$ cat src/rtl/td4_pkg.sv
// Shared opcode and sequencer-state definitions for the parametrised TD4 core.
package td4_pkg;

    localparam logic [3:0] OP_ADD_A  = 4'b0000;
    localparam logic [3:0] OP_MOV_AB = 4'b0001;
    localparam logic [3:0] OP_IN_A   = 4'b0010;
    localparam logic [3:0] OP_MOV_A  = 4'b0011;
    localparam logic [3:0] OP_MOV_BA = 4'b0100;
    localparam logic [3:0] OP_ADD_B  = 4'b0101;
    localparam logic [3:0] OP_IN_B   = 4'b0110;
    localparam logic [3:0] OP_MOV_B  = 4'b0111;
    localparam logic [3:0] OP_OUT_B  = 4'b1001;
    localparam logic [3:0] OP_OUT_IM = 4'b1011;
    localparam logic [3:0] OP_JNC    = 4'b1110;
    localparam logic [3:0] OP_JMP    = 4'b1111;

    typedef enum logic [1:0] {
        IDLE  = 2'd0,
        FETCH = 2'd1,
        EXEC  = 2'd2
    } state_t;

endpackage

$ cat src/rtl/td4_tick_gen.sv
// Instruction tick source: CLK/DIV divider in run mode, debounced-free
// synchronised STEP rising edge in single-step mode. Emits one-cycle ticks.
module td4_tick_gen
    import td4_pkg::*;
#(
    parameter int DIV = 50000000
) (
    input  logic clk_sys,
    input  logic rst,
    input  logic run,
    input  logic step,
    output logic tick
);
    localparam int CW = (DIV > 1) ? $clog2(DIV) : 1;
    localparam logic [CW-1:0] DIV_LAST = CW'(DIV - 1);

    logic          run_s1;
    logic          run_s2;
    logic          step_s1;
    logic          step_s2;
    logic          step_d;
    logic [CW-1:0] div_cnt;

    // Two-flop synchronisers for RUN and STEP, plus the STEP edge-detect flop
    always_ff @(posedge clk_sys or posedge rst) begin
        if (rst) begin
            run_s1  <= 1'b0;
            run_s2  <= 1'b0;
            step_s1 <= 1'b0;
            step_s2 <= 1'b0;
            step_d  <= 1'b0;
        end else begin
            run_s1  <= run;
            run_s2  <= run_s1;
            step_s1 <= step;
            step_s2 <= step_s1;
            step_d  <= step_s2;
        end
    end

    // Divider parks at 0 in step mode so a new run always starts a full period
    always_ff @(posedge clk_sys or posedge rst) begin
        if (rst) begin
            div_cnt <= '0;
        end else if (!run_s2) begin
            div_cnt <= '0;
        end else if (div_cnt == DIV_LAST) begin
            div_cnt <= '0;
        end else begin
            div_cnt <= div_cnt + CW'(1);
        end
    end

    assign tick = run_s2 ? (div_cnt == DIV_LAST) : (step_s2 & ~step_d);

endmodule

$ cat src/rtl/td4_core_param.sv
// Parametrised TD4-class core: DW-bit datapath, AW-bit PC, run/step sequencer
// that tolerates a one-cycle-latency synchronous program ROM.
//
// state | meaning
// IDLE  | waiting for a tick; ticks here start an instruction
// FETCH | ADDR=PC already stable, ROM output settling
// EXEC  | ROM_DATA decoded; registers, PC, DONE commit at the end of this cycle
module td4_core_param
    import td4_pkg::*;
#(
    parameter int DW  = 4,
    parameter int AW  = 4,
    parameter int DIV = 50000000
) (
    input  logic          CLK,
    input  logic          RST,
    input  logic          RUN,
    input  logic          STEP,
    input  logic [DW-1:0] IN,
    input  logic [DW+3:0] ROM_DATA,
    output logic [AW-1:0] ADDR,
    output logic [DW-1:0] OUT,
    output logic          CARRY,
    output logic          DONE,
    output logic          ILLEGAL
);
    state_t        state;
    state_t        state_nxt;
    logic          tick;

    logic [DW-1:0] reg_a;
    logic [DW-1:0] reg_b;
    logic [DW-1:0] reg_out;
    logic          carry_r;
    logic [AW-1:0] pc;

    logic [DW-1:0] a_nxt;
    logic [DW-1:0] b_nxt;
    logic [DW-1:0] out_nxt;
    logic          carry_nxt;
    logic [AW-1:0] pc_nxt;
    logic          illegal_nxt;

    logic [3:0]    op;
    logic [DW-1:0] im;
    logic [DW:0]   sum_a;
    logic [DW:0]   sum_b;
    logic [AW-1:0] jmp_target;

    td4_tick_gen #(
        .DIV(DIV)
    ) u_tick_gen (
        .clk_sys(CLK),
        .rst    (RST),
        .run    (RUN),
        .step   (STEP),
        .tick   (tick)
    );

    assign op         = ROM_DATA[DW+3:DW];
    assign im         = ROM_DATA[DW-1:0];
    assign sum_a      = {1'b0, reg_a} + {1'b0, im};
    assign sum_b      = {1'b0, reg_b} + {1'b0, im};
    assign jmp_target = AW'(im);

    // Sequencer state register
    always_ff @(posedge CLK or posedge RST) begin
        if (RST) begin
            state <= IDLE;
        end else begin
            state <= state_nxt;
        end
    end

    // Next state: ticks outside IDLE are simply ignored, never queued
    always_comb begin
        state_nxt = state;
        case (state)
            IDLE:    if (tick) state_nxt = FETCH;
            FETCH:   state_nxt = EXEC;
            EXEC:    state_nxt = IDLE;
            default: state_nxt = IDLE;
        endcase
    end

    // Instruction decode; any non-ADD clears carry, JNC reads it first
    always_comb begin
        a_nxt       = reg_a;
        b_nxt       = reg_b;
        out_nxt     = reg_out;
        carry_nxt   = 1'b0;
        pc_nxt      = pc + AW'(1);
        illegal_nxt = 1'b0;
        case (op)
            OP_ADD_A: begin
                a_nxt     = sum_a[DW-1:0];
                carry_nxt = sum_a[DW];
            end
            OP_MOV_AB: a_nxt = reg_b;
            OP_IN_A:   a_nxt = IN;
            OP_MOV_A:  a_nxt = im;
            OP_MOV_BA: b_nxt = reg_a;
            OP_ADD_B: begin
                b_nxt     = sum_b[DW-1:0];
                carry_nxt = sum_b[DW];
            end
            OP_IN_B:   b_nxt   = IN;
            OP_MOV_B:  b_nxt   = im;
            OP_OUT_B:  out_nxt = reg_b;
            OP_OUT_IM: out_nxt = im;
            OP_JNC:    if (!carry_r) pc_nxt = jmp_target;
            OP_JMP:    pc_nxt = jmp_target;
            default:   illegal_nxt = 1'b1;
        endcase
    end

    // Architectural state commits only at the end of EXEC, so a reset
    // during FETCH/EXEC leaves nothing half-written
    always_ff @(posedge CLK or posedge RST) begin
        if (RST) begin
            reg_a   <= '0;
            reg_b   <= '0;
            reg_out <= '0;
            carry_r <= 1'b0;
            pc      <= '0;
            DONE    <= 1'b0;
            ILLEGAL <= 1'b0;
        end else begin
            DONE    <= 1'b0;
            ILLEGAL <= 1'b0;
            if (state == EXEC) begin
                reg_a   <= a_nxt;
                reg_b   <= b_nxt;
                reg_out <= out_nxt;
                carry_r <= carry_nxt;
                pc      <= pc_nxt;
                DONE    <= 1'b1;
                ILLEGAL <= illegal_nxt;
            end
        end
    end

    assign ADDR  = pc;
    assign OUT   = reg_out;
    assign CARRY = carry_r;

endmodule

$ cat config.mk
export PLATFORM = sky130hd
export DESIGN_NAME = td4_core_param
export DESIGN_NICKNAME = d
export VERILOG_FILES = /design/src/rtl/td4_pkg.sv /design/src/rtl/td4_tick_gen.sv /design/src/rtl/td4_core_param.sv
export SDC_FILE = /design/constraint.sdc
export NUM_CORES = 1
export LEC_CHECK = 0
export CAP_MARGIN = 20
export CELL_PAD_IN_SITES_DETAIL_PLACEMENT = 1
export CELL_PAD_IN_SITES_GLOBAL_PLACEMENT = 2
export CORE_ASPECT_RATIO = 0.5
export CORE_MARGIN = 10
export CORE_UTILIZATION = 33
export DETAILED_ROUTE_END_ITERATION = 10
export PLACE_DENSITY = 0.85
export REMOVE_ABC_BUFFERS = 1
export SETUP_SLACK_MARGIN = 0.3
export SYNTH_ARGS = -nofsm -noshare
export SYNTH_HDL_FRONTEND = slang
export SYNTH_SLANG_ARGS = --single-unit
$ cat constraint.sdc
create_clock -name CLK -period 1.7 [get_ports CLK]
set_input_delay 0.34 -clock CLK [delete_from_list [all_inputs] [get_ports CLK]]
set_output_delay 0.34 -clock CLK [all_outputs]
set_load 0.02 [all_outputs]
# Yosys cells after proc, flatten, opt, wreduce, memory -nomap -nowiden
# Index checks and enable logic that the tools add are counted.
# W data, S select, Z words.
# totals
regBits	52
inputBits	16
word_cells	58
# op_classes
n_mux	14
n_reduce_logical	9
n_addsub	4
bitwise_logic	2
n_eq_ne	15
# ops
op	n
$mux W26	2
$pmux W4 S4	2
$add A26 B1 Y26 const B	1
$eq A26 B26 Y1 const B	1
$eq A4 B3 Y1 const B	4
$eq A4 B4 Y1 const B	4
$pmux W4 S2	2
$reduce_or A12 Y1	1
$add A4 B4 Y5	2
$eq A4 B2 Y1 const B	2
$reduce_bool A4 Y1	2
$reduce_and A2 Y1	3
$add A4 B1 Y4 const B	1
$eq A4 B1 Y1 const B	1
$logic_not A4 Y1	1
$mux W1	4
$mux W4	1
$pmux W2 S2	1
$eq A2 B1 Y1 const B	1
$eq A2 B2 Y1 const B	1
$logic_not A2 Y1	1
$mux W2	1
$ne A2 B2 Y1 const B	1
$pmux W1 S2	1
other kinds (3)	3

# Logic depth before layout (Yosys ltp)
# Gate-level depths: netlist of the first run.
# depth
depth_word	5
mapped_depth	8
mapped_depth_nobuf	8

# Hierarchy
# Synthesis of the first run repeated with hierarchy kept, for this count alone.
# unflattened
cells_unflattened	280
hier_area_um2	2950.3
# modules_own_cells
module	area_per_inst_um2	seq_area_each_um2	cells_each	n_inst
td4_tick_gen	1492.7	775.7	152	1
td4_core_param	1457.6	525.5	128	1

# Worst setup path after synthesis of the first run
# Ideal clock, no wire load.
# synth_timing
path_type	reg2reg
from	reg u_tick_gen.div_cnt[0]
to	reg u_tick_gen.div_cnt[22]
t_arrival_ps	1583
required_ps	1582
setup_slack_ps	-1
stages_incl_launch_ff	7
synth_period_minus_slack_ps	1701
path_cell_list	dfrtp_1 ha_1 nand4_1 nor4_4 nand4_1 xor2_1 nor2_1
# synth_via
elab_chain_len	3
word_cells_on_any_way	4
# synth_lines
element	line	text
start: declaration	td4_tick_gen.sv:22	logic [CW-1:0] div_cnt;
start signal: assignment	td4_tick_gen.sv:50	div_cnt <= div_cnt + CW'(1);
$add A26 B1 Y26 or $eq A26 B26 Y1 (tied branches)	td4_tick_gen.sv:50, td4_tick_gen.sv:47	
$mux W26 *	td4_tick_gen.sv:47	end else if (div_cnt == DIV_LAST) begin
$mux W26 *	td4_tick_gen.sv:45	end else if (!run_s2) begin
# Mark *: on every way between the ends. The rest lies on a longest branch, timed or not.
# A chain may end at the register's enable or synchronous reset.

# Final worst setup path of the first run
# layout_timing
from	reg u_tick_gen.div_cnt[11]
to	reg state[0]
# layout_via
elab_chain_len	3
# layout_lines
element	line	text
$eq A26 B26 Y1	td4_tick_gen.sv:54	assign tick = run_s2 ? (div_cnt == DIV_LAST) : (step_s2 & ~step_d);
$mux W1	td4_tick_gen.sv:54	
$ne A2 B2 Y1 (no line)	--	
end signal: assignment	td4_core_param.sv:71	state <= state_nxt;
end: declaration	td4_core_param.sv:27	state_t state;
# Every way passes these cells.

==> impl_metrics.ini, run 1 <==
[status]
status = finished, violations left
violations = negative setup slack

[clock_network]
clk_latency_ps = 290
cts_root_buf = clkbuf_16
htreeDepth = 2
cts.sinks = 52
path_clk_slew_ps = 70
cts_max_path_buffers = 2
tritoncts = built
cts_buffers = 5

[sta]
fin_crit_sh_pct = 106
hold_viol = 0
period_needed_ps = 1800
drv_slew = 0
fin_tns_setup_ps = -1350
fin_ws_ps = -97.9
grt_setup_unrepaired = yes
tightestPinTransition_ps = 406
fmax_mhz = 556
setup_viol = 27
relSlewSlack_pct = 72.9
fin_worst_skew_ps = 5.14

[power]
powerDensity_nw_per_um2 = 958
ir_drop_mv = 0.483
p_leak_nw = 1.71

[place]
place_inst = 447
dpl.hpwl_um = 5610
place.gp.congestion = 0.914
port_buffers = 26

[layout]
post-route-util_pct = 46.5
fillers = 932
layoutNonFillerInstCount = 459
mostFrequentLayoutCell = dfrtp_1
area_growth_syn_to_layout_pct = 35.9
diodes = 0
drive_above_1_share_pct = 29.1
nets = 374
mostFrequentLayoutCells = dfrtp_1 (51), buf_4 (44), nor2_1 (28), nand2_1 (23), xor2_1 (14)

[setup_path]
r2r_end = state[0]$_DFFE_PP0P_
worst_path_max_delay_cell = or4b_4
path_buf_inv = 0
worst_setup_path_end_kind = register
worstPathCellList = or4b_4 -> nor3_2 -> nand4_1 -> mux2_4 -> nor3_4
reg2reg_depth = 5
rr_startpoint = u_tick_gen.div_cnt[11]$_DFF_PP0_
rrSetupSlack_ps = -100
worst_path_largest_cell_delay_ps = 540
path_class = register to register
cp_top_family = simple AND/OR/NAND/NOR gates
required_ps = 1910
critPathMaxFanout = 3
critPathLaunchType = register
cp.arrival_ps = 2010

[yosys]
synth.largest_area_cell = dfrtp_1
synth-main-ff-cell = dfrtp_1
syn-instance-count = 273
ys_ff_latch = 52
synth_top_area_share_pct = 47.2
syn_avg_cell_area_um2 = 10.1
synth-edff-count = 0
ys_top_cells_by_area = dfrtp_1 (47%), nor2_1 (4.6%), ha_1 (4.5%), xor2_1 (4.5%), xnor2_1 (3.8%)
ys_warn_count = 0
syn_area_um2 = 2760
ys_seq_area_share_pct = 47.2
synth_async_sr_flop_share_pct = 100
synth_cell_types = 41

[grt]
grt_pass1_vias = 2675
grt_pass1_wl_um = 13300
grt_start_max_net_pins = 41
grt_overflow_total = 0
grt_use_total_pct = 12.7
antenna_found_initial = 0

[floorplanning]
die_area_um2 = 12600
start_util_pct = 34.2
dieWidth_um = 149
rows = 23
ioPinCount = 27
die_y_um = 84.6
core_area_um2 = 8060

[job]
maxCapViolCount = 0

[route]
wl_per_cell_um = 16.4
via_per_inst = 5.01
drcViolationCount = 0
totalWireLength_um = 7530
drtIter0Drc = 94
drt-pass1-iter-count = 4
vias = 2299
ant_nets = 0

[worst_hold_path]
hold_path_class = input port to asynchronous set/reset pin
## what timing repair did
action                     in CTS  in global routing
setup endpoints to repair      54                 46
hold buffers                    0                  0
gates resized for setup        58                 11
pin swaps                      17                  1
setup buffers                   4                  0
## worst max-delay path by stage
stage / from / endpoint / slack, ps / cells past startpoint
final: u_tick_gen.div_cnt[11]$_DFF_PP0_ / state[0]$_DFFE_PP0P_ / -100 / 5
after global routing: u_tick_gen.div_cnt[11]$_DFF_PP0_ / state[0]$_DFFE_PP0P_ / -230 / 5
after CTS: u_tick_gen.div_cnt[11]$_DFF_PP0_ / state[0]$_DFFE_PP0P_ / -100 / 5
after detailed placement: ROM_DATA[0] / reg_b[2]$_DFFE_PP0P_ / -660 / 9
after global placement: ROM_DATA[0] / reg_b[2]$_DFFE_PP0P_ / -560 / 9
after floorplan: u_tick_gen.div_cnt[10]$_DFF_PP0_ / u_tick_gen.div_cnt[10]$_DFF_PP0_ / -130 / 5
## Yosys cell counts (6+ instances only)
library cell,instances
nand2_1,24
xor2_1,14
mux2i_1,7
clkbuf_1,6
ha_1,10
mux2_2,6
nor2_1,34
dfrtp_1,52
o21ai_0,11
inv_1,8
xnor2_1,12
a21oi_1,15
nand4_1,7
nor3_1,10
nand3_1,12
## cell type report
class,count,area (um2),area share [%]
clock buffer,6,129,3.44
clock inverter,2,16.3,0.434
inverter,8,30.0,0.802
multi-input combinational,204,1490,39.7
sequential,52,1300,34.8
tap,112,140,3.74
timing repair buffer,75,641,17.1
## logic make-up (layout without fill, tap and decap cells)
family,count (synthesis),in the layout,synth area share (%)
and+or+nand+nor,110,110,20.3
DFF,52,52,47.2
xor gates and xnor gates,26,26,8.27
adders and majority gates,12,12,5.99
AOI/OAI and AO/OA,41,41,8.99
muxes,15,15,6.63
buffers and inverters,17,91,2.59
## state kept, by name (all words and copies together), names as in the netlist, 2 cells and up
register,cells
state,2
reg_b,4
OUT,4
reg_a,4
u_tick_gen.div_cnt,26
ADDR,4
## through the flow
step	instance area [um2]	total power, mW	hold slack (ps)	setup WS (ps)
2_1_floorplan	2710	2.07	331	-125
6_report	3740	3.59	329	-97.9
4_1_cts	3730	3.60	339	-101
5_1_grt	3740	3.81	344	-234
3_5_place_dp	3480	2.54	337	-660
3_3_place_gp	3480	2.48	333	-558
## power breakdown
group          internal, mW  switching, mW
combinational         0.502          0.538
sequential             1.39          0.145
clock                 0.550          0.465
total                  2.44           1.15
## routing by layer
metal	global-route usage [%]	vias to the layer above	part of all wire [%]
met1	14.3	1158	42
met2	23.4	33	53
met4	4.52	0	2.0
met3	2.46	14	2.7
li1	-	1094	-
met5	0	-	0
No activity file was read; power rests on OpenSTA's default activity.
==> run 2: changes to the inputs <==
CORE_UTILIZATION = 34   (was 33)
CTS_BUF_LIST = sky130_fd_sc_hd__clkbuf_4   (was default)
PLACE_DENSITY = 0.87   (was 0.85)
==> impl_metrics.ini, run 2 (synthesized netlist as in run 1, its figures left out) <==
[status]
status = finished, violations left
violations = negative setup slack

[power]
power_frac_comb_pct = 36.7
p_leak_nw = 1.79
switchingPower_mw = 1.17
clockPowerShare_pct = 18.2
powerDensity_nw_per_um2 = 878
power.internal_mw = 2.19
pwr-share-seq_pct = 45.2
ir_drop_mv = 0.353
swShare_pct = 34.8

[floorplanning]
ioPinCount = 27
core_area_um2 = 7940
dieWidth_um = 147
die_y_um = 83.7
start_util_pct = 34.7
die_area_um2 = 12300
rows = 23

[setup_path]
required_ps = 1980
critPathMaxFanout = 18
path_class = register to register
reg2reg_depth = 6
worst_setup_path_end_kind = register
cp.arrival_ps = 2110
critPathLaunchType = register

[sta]
fin_ws_ps = -129
setup_viol = 26
relSlewSlack_pct = 72.5
whs_ps = 300
fin_worst_skew_ps = 18.6
drv_slew = 0
fin_tns_setup_ps = -2480
tightestPinTransition_ps = 408
hold_viol = 0
period_needed_ps = 1830
fmax_mhz = 547
fin_crit_sh_pct = 108
grt_setup_unrepaired = yes

[route]
wl_per_cell_um = 17.5
vias = 2359
via_per_inst = 5.01
drt-pass1-iter-count = 4
drcViolationCount = 0
drtIter0Drc = 68
totalWireLength_um = 8220
ant_nets = 0

[clock_network]
cts_buffers = 5
clk_latency_ps = 390
tritoncts = built
path_clk_slew_ps = 170
cts_max_path_buffers = 2
htreeDepth = 2
cts_root_buf = clkbuf_4
postCtsHoldBufs = 0
cts.sinks = 52

[place]
port_buffers = 26
place_inst = 445
place.gp.congestion = 0.819
dpl.hpwl_um = 5300

[layout]
nets = 386
diodes = 0
area_growth_syn_to_layout_pct = 38.6
top_register = u_tick_gen.div_cnt
drive_above_1_share_pct = 36.8
mostFrequentLayoutCell = buf_4
largest_reg_flops = 26
mostFrequentLayoutCells = buf_4 (54), dfrtp_1 (52), nor2_1 (27), nand2_1 (22), xor2_1 (14)
layoutNonFillerInstCount = 471

[grt]
antenna_found_initial = 0
grt_overflow_total = 0
grt_pass1_wl_um = 12900
grt_use_total_pct = 12.5
grt_pass1_vias = 2590
grt_start_max_net_pins = 53

[worst_hold_path]
hold_path_class = input port to asynchronous set/reset pin

[job]
maxCapViolCount = 0
[run 2: cell types whose count changed in the layout (fill, tap and decap cells not counted), moves of 3 or more]
cell and delta:
dlymetal6s2s_1 +3, clkbuf_4 +6, dlygate4sd2_1 -7, clkbuf_2 -3, clkbuf_16 -5, buf_2 +11
buf_4 +10, clkdlybuf4s15_2 -3
[run 2: repair_timing]
item / CTS / global route
setup buffers: 10 / 8
setup endpoints to repair: 52 / 46
gates cloned: 0 / 0
gates resized for setup: 74 / 35
pin swaps: 15 / 11
[run 2: cell type report]
| type | count | area [um2] |
|---|---|---|
| Multi-Input combinational cell | 204 | 1580 |
| Clock inverter | 2 | 16.3 |
| Timing Repair Buffer | 87 | 711 |
| Fill cell | 914 | 4120 |
| Clock buffer | 6 | 45.0 |
| Sequential cell | 52 | 1300 |
| Tap cell | 112 | 140 |
| Inverter | 8 | 30.0 |
[run 2: worst max-delay path, cell delays in order (launching register included)]
cell and delay (ps):
dfrtp_1 430, or4_4 540, nor3_2 140, nand4_1 210, nand2_2 180, buf_12 160, nor2_1 60
[run 2: through the flow]
| stage | worst slack [ps] | instance area (um2) | total power, mW | utilization [%] |
|---|---|---|---|---|
| 3_3_place_gp | -541 | 3460 | 2.48 | 43.6 |
| 6_report | -129 | 3820 | 3.35 | 48.1 |
| 4_1_cts | -118 | 3670 | 3.28 | 46.2 |
| 3_5_place_dp | -570 | 3460 | 2.54 | 43.6 |
| 2_1_floorplan | -125 | 2710 | 2.07 | - |
| 5_1_grt | -230 | 3820 | 3.57 | 48.1 |
[run 2: power groups by stage]
stage | sequential (mW) | combinational, mW | clock [mW]
after floorplan | 1.61 | 0.465 | 0
after global placement | 1.54 | 0.937 | 0
after detailed placement | 1.56 | 0.983 | 0
after CTS | 1.51 | 1.14 | 0.630
after global routing | 1.53 | 1.36 | 0.677
final | 1.51 | 1.23 | 0.610
[run 2: worst paths after layout]
check	start	end	slack [ps]
min in group CLK	ROM_DATA[7]	CARRY$_DFFE_PP0P_	320
max in group asynchronous	RST	ADDR[1]$_DFFE_PP0P_	1140
worst min-delay path	RST	u_tick_gen.step_s1$_DFF_PP0_	300
worst max register to register	u_tick_gen.div_cnt[10]$_DFF_PP0_	u_tick_gen.div_cnt[15]$_DFF_PP0_	-130
worst max-delay path	u_tick_gen.div_cnt[10]$_DFF_PP0_	u_tick_gen.div_cnt[15]$_DFF_PP0_	-130
worst min register to register	u_tick_gen.step_s1$_DFF_PP0_	u_tick_gen.step_s2$_DFF_PP0_	380
[run 2: layer usage]
| metal | wire (um) | share of wire (%) | GRT usage [%] |
|---|---|---|---|
| met4 | 73 | 0.89 | 3.76 |
| met2 | 4640 | 56 | 23.2 |
| met1 | 3340 | 41 | 14.2 |
| met5 | 0 | 0 | 0 |
| met3 | 173 | 2.1 | 2.22 |
